$ cat src/rtl/rca_seq_ctrl.sv
// Multi-byte add/subtract sequencer sharing one external 8-bit ripple-carry adder,
// one byte per clock LSB first, with the inter-byte carry held in a register.
module rca_seq_ctrl #(
  parameter int NBYTES = 4,
  localparam int W = 8 * NBYTES,
  localparam int IDXW = (NBYTES > 1) ? $clog2(NBYTES) : 1
) (
  input  logic         clk,
  input  logic         rst_n,
  input  logic         in_valid,
  output logic         in_ready,
  input  logic [W-1:0] op_a,
  input  logic [W-1:0] op_b,
  input  logic         op_sub,
  output logic         out_valid,
  input  logic         out_ready,
  output logic [W-1:0] result,
  output logic         carry_out,
  output logic         overflow,
  output logic         busy,
  output logic [7:0]   add_a,
  output logic [7:0]   add_b,
  output logic         add_cin,
  input  logic [7:0]   add_s,
  input  logic         add_cout
);

  typedef enum logic [1:0] {IDLE, RUN, DONE} state_t;

  localparam logic [IDXW-1:0] LAST = IDXW'(NBYTES - 1);

  state_t          state;
  logic [IDXW-1:0] idx;
  logic [W-1:0]    a_reg;
  logic [W-1:0]    b_reg;
  logic [W-1:0]    res_reg;
  logic            sub_reg;
  logic            carry_reg;
  logic            carry_out_r;
  logic            overflow_r;
  logic            in_ready_r;
  logic            busy_r;
  logic            out_valid_r;

  // Signed overflow: carry into the sign bit differs from carry out of it.
  function automatic logic sgn_ovf(input logic a7, input logic b7,
                                   input logic s7, input logic cout);
    sgn_ovf = (a7 ^ b7 ^ s7) ^ cout;
  endfunction

  always_comb begin
    add_a   = '0;
    add_b   = '0;
    add_cin = 1'b0;
    if (state == RUN) begin
      add_a   = a_reg[8*idx +: 8];
      add_b   = b_reg[8*idx +: 8];
      add_cin = (idx == '0) ? sub_reg : carry_reg;
    end
  end

  always_ff @(posedge clk) begin
    if (!rst_n) begin
      state       <= IDLE;
      idx         <= '0;
      a_reg       <= '0;
      b_reg       <= '0;
      res_reg     <= '0;
      sub_reg     <= 1'b0;
      carry_reg   <= 1'b0;
      carry_out_r <= 1'b0;
      overflow_r  <= 1'b0;
      in_ready_r  <= 1'b1;
      busy_r      <= 1'b0;
      out_valid_r <= 1'b0;
    end else begin
      case (state)
        IDLE: begin
          if (in_valid) begin
            a_reg      <= op_a;
            b_reg      <= op_b ^ {W{op_sub}};
            sub_reg    <= op_sub;
            idx        <= '0;
            in_ready_r <= 1'b0;
            busy_r     <= 1'b1;
            state      <= RUN;
          end
        end
        RUN: begin
          res_reg[8*idx +: 8] <= add_s;
          carry_reg           <= add_cout;
          idx                 <= idx + 1'b1;
          if (idx == LAST) begin
            carry_out_r <= add_cout;
            overflow_r  <= sgn_ovf(add_a[7], add_b[7], add_s[7], add_cout);
            busy_r      <= 1'b0;
            out_valid_r <= 1'b1;
            state       <= DONE;
          end
        end
        DONE: begin
          if (out_ready) begin
            out_valid_r <= 1'b0;
            in_ready_r  <= 1'b1;
            state       <= IDLE;
          end
        end
        default: state <= IDLE;
      endcase
    end
  end

  assign in_ready  = in_ready_r;
  assign busy      = busy_r;
  assign out_valid = out_valid_r;
  assign result    = res_reg;
  assign carry_out = carry_out_r;
  assign overflow  = overflow_r;

endmodule

$ cat config.mk
export PLATFORM = sky130hd
export DESIGN_NAME = rca_seq_ctrl
export DESIGN_NICKNAME = d
export VERILOG_FILES = /design/src/rtl/rca_seq_ctrl.sv
export SDC_FILE = /design/constraint.sdc
export NUM_CORES = 1
export LEC_CHECK = 0
export CAP_MARGIN = 25
export CORE_ASPECT_RATIO = 0.75
export CORE_UTILIZATION = 30
export CTS_CLUSTER_SIZE = 25
export DETAILED_ROUTE_END_ITERATION = 10
export GPL_ROUTABILITY_DRIVEN = 0
export RECOVER_POWER = 100
export SETUP_SLACK_MARGIN = 0.4
export SLEW_MARGIN = 20
export SYNTH_ARGS = -nofsm -noshare
export SYNTH_HDL_FRONTEND = slang
export SYNTH_SLANG_ARGS = --single-unit
$ cat constraint.sdc
create_clock -name clk -period 4.97 [get_ports clk]
set_clock_uncertainty 0.2 [all_clocks]
set_input_delay 0.994 -clock clk [delete_from_list [all_inputs] [get_ports clk]]
set_output_delay 0.994 -clock clk [all_outputs]
set_load 0.01 [all_outputs]
==> metrics.csv <==
stage,metric,value,unit
yosys,Synth Area in Simple Gates,19.76,%
cts,cts hold-fix bufs,0,
cts,CTS max path bufs,2,
yosys,Async SR Flop Fraction,0,%
cells_and_area,Fillers,1500,
setup_path,WP data arrival,3.10,ns
yosys,Adder-Cell Fraction of Synth Area,1.592,%
yosys,top post-synthesis cells by area,"dfxtp_1, nand2_1, a21oi_1",
power_and_ir_drop,PD cells,305.6,nW/µm²
cells_and_area,Area growth syn-to-layout,35.94,%
cts,TritonCTS Sinks,107,
cts,CTS tree,done,
yosys,Ys Warns,0,
cts,cts bufs inserted,9,
yosys,most frequent cell after synthesis,dfxtp_1,
setup_path,CP Buf/Inv Count,2,
die,Core Box Area,15270,µm²
die,die area,16230,µm²
routing,Residual DRC,0,
die,Initial Util,30.88,%
setup_path,Crit Path Class,flip-flop to primary output,
yosys,ys flop type,dfxtp_1,
yosys,Yosys reg bits,107,
worst_hold_path,Min-Delay Path Class,flip-flop to flip-flop,
status,outcome,finished with violations,
setup_path,Critical Path RT,3.78,ns
cts,CTS root buf,clkbuf_16,
yosys,Yosys top cell by area,dfxtp_1,
cells_and_area,area of the multi-input gates,2360,µm²
routing,Antenna Nets Post-Route,0,
cts,clock-pin slew on the worst setup and hold paths,0.07,ns
timing,min Tclk post-route,4.293,ns
yosys,"top cells by count, synth","dfxtp_1, nand2_1, a21oi_1",
setup_path,Top delay family on crit path,buffers and inverters,
routing,detailed-route wire length,12960,µm
timing,unrepaired setup endpoints after global routing,no,
setup_path,Crit. path cell count,4,
setup_path,crit-path max cell delay,0.75,ns
timing,f_max,232.9,MHz
yosys,largest family of logic cells by synthesized area,simple AND/OR/NAND/NOR gates,
worst_hold_path,Worst Hold Depth,2,
routing,Pre-antenna DRT Iters,4,
timing,Final Hold Viols,0,
routing,post-DR vias/cell,4.767,
yosys,syn nets,608,
setup_path,worst path cell trace,clkbuf_1 > mux4_2 > and2_1 > dlygate4sd3_1,
grt,gr ovfl total,0,
setup_path,crit path max-delay cell type,clkbuf_1,
setup_path,crit path from,idx[1]$_SDFFE_PN0P_,
setup_path,crit start category,flip-flop,
cells_and_area,storage element area,2142,µm²
cells_and_area,final net count,712,
grt,gr usage total,16.38,%
cts,# resized after CTS,0,
die,die height,110.6,µm
timing,worst-margin pin slew,1.520,ns
routing,detailed router's first-iteration violation count,217,
timing,period utilization,86.39,%
yosys,Synth Cell Area,4717,µm²
cts,Post-CTS Setup Repair Bufs,0,
yosys,Cell variety after synth,34,
grt,first-pass GRT wire length,20960,µm
timing,Slew Limit Headroom,-2.764,%
yosys,multiplexer area fraction after synthesis,8.302,%
worst_hold_path,worst hold start,result[17]$_SDFFE_PN0P_,
timing,Setup TNS Final,0,ns
timing,final setup fails,0,
grt,largest net degree at the start of global routing,99,
yosys,mean area per synthesized cell,9.002,µm²
die,row count,39,
place,Final HPWL DP,9345,µm
yosys,Post-Syn Instances,524,
routing,drt wl/cell,15.47,µm
power_and_ir_drop,Final Total Pwr,1.959,mW
setup_path,Reg2Reg Depth,6,
grt,initial antenna violation count,1,
flow_run,max cap viols,2,
cells_and_area,layout cell share with drive strength beyond 1,5.529,%
yosys,top cell type's share of synthesized area,45.41,%
status,failing checks,"capacitance limit, slew limit",
power_and_ir_drop,leakage,2.387,nW
cells_and_area,Antenna diodes,0,
yosys,number of flops mapped to enable cells by yosys,0,
yosys,"Seq/Total Area, Yosys",45.41,%
power_and_ir_drop,maximum VDD drop,148.7,µV
routing,DR vias,3995,
cts,H-tree levels,3,
place,PortBufs,131,
setup_path,maximum fanout along the worst path,13,
timing,Slew Limit Fails,9,
grt,vias in the first global route,4046,
die,io pins,132,
setup_path,Crit. End Element,primary output,
die,Die Wd,146.8,µm
setup_path,worst reg2reg startpoint,idx[1]$_SDFFE_PN0P_,
yosys,post-synthesis xor/xnor area fraction,6.605,%
yosys,Synth Area in Compound Gates,14.06,%
cts,clock latency on the worst-skew pair,0.34,ns
## cell families after synthesis
logic type | after synthesis
AO/OA/AOI/OAI | 109
XOR/XNOR | 34
adder cells (fa/ha/maj) | 6
buffers and inverters | 48
flip-flops | 107
multiplexers | 18
AND/OR/NAND/NOR | 202
## cell type report
cell class	instances	area share, %
inverters	3	0.1756
repair buffers	138	20.92
clock buffers	9	3.512
clock inverters	7	1.190
multi-input cells	369	36.80
well taps	205	4.000
flip-flops and latches	107	33.40
## cell usage in the layout (no fill, tap or decap), types with 4 or more instances in the layout
cell type / synthesis / routed
nand3_1: 26 / 26
nand3b_1: 5 / 5
a21oi_1: 65 / 65
nor2_1: 45 / 45
a211oi_1: 32 / 32
nand2_1: 95 / 95
ha_1: 6 / 6
dlygate4sd3_1: 0 / 54
mux4_2: 13 / 13
and2_1: 17 / 17
clkdlybuf4s50_1: 0 / 76
dfxtp_1: 107 / 107
xnor2_1: 32 / 32
a32oi_1: 8 / 8
clkbuf_16: 0 / 9
clkbuf_1: 34 / 4
## path summary, 6_finish.rpt
check,slack [ns],to
hold / removal,0.25,result[17]$_SDFFE_PN0P_
setup / recovery,0.68,add_b[7]
hold reg to reg,0.25,result[17]$_SDFFE_PN0P_
setup reg to reg,1.10,result[18]$_SDFFE_PN0P_
## power by group
group          switching [mW]  total, mW  leakage [nW]  internal, mW
registers              0.0354      0.941         0.877         0.906
clock network           0.327      0.721         0.142         0.394
logic                   0.141      0.297          1.37         0.156
total                   0.503       1.96          2.39          1.46
## through the flow
step           setup slack (ns)  hold slack [ns]  std cells  utilization (%)  area [µm²]
6_report                 0.6766           0.2531        838            41.98        6412
5_1_grt                  0.4133           0.2721        838            41.98        6412
4_1_cts                  0.9077           0.2574        838            42.30        6461
3_5_place_dp              1.311           0.2471        822            40.33        6160
3_3_place_gp              1.364           0.2389        821            40.30        6155
2_1_floorplan             2.110           0.2315        524                -        4717
## layer usage
layer  share of wire [%]  vias up  wire length (µm)  global-route usage [%]
met5                0.10        -                13                       0
met1                  47     1866              6150                   21.69
met2                  45       96              5877                   26.07
li1                    -     2013                 -                       -
met4                 1.3        2               165                   4.861
met3                 5.8       18               753                   4.256
## worst reg2reg max path: cells and delay by family, from the launching register on
kind | cells | cell delay (ns)
AOI/OAI and AO/OA | 1 | 0.19
buffers and inverters | 2 | 0.97
and+or+nand+nor | 2 | 1.43
adders and majority gates | 1 | 0.42
DFF | 1 | 0.57
(Power assumes the default switching activity.)
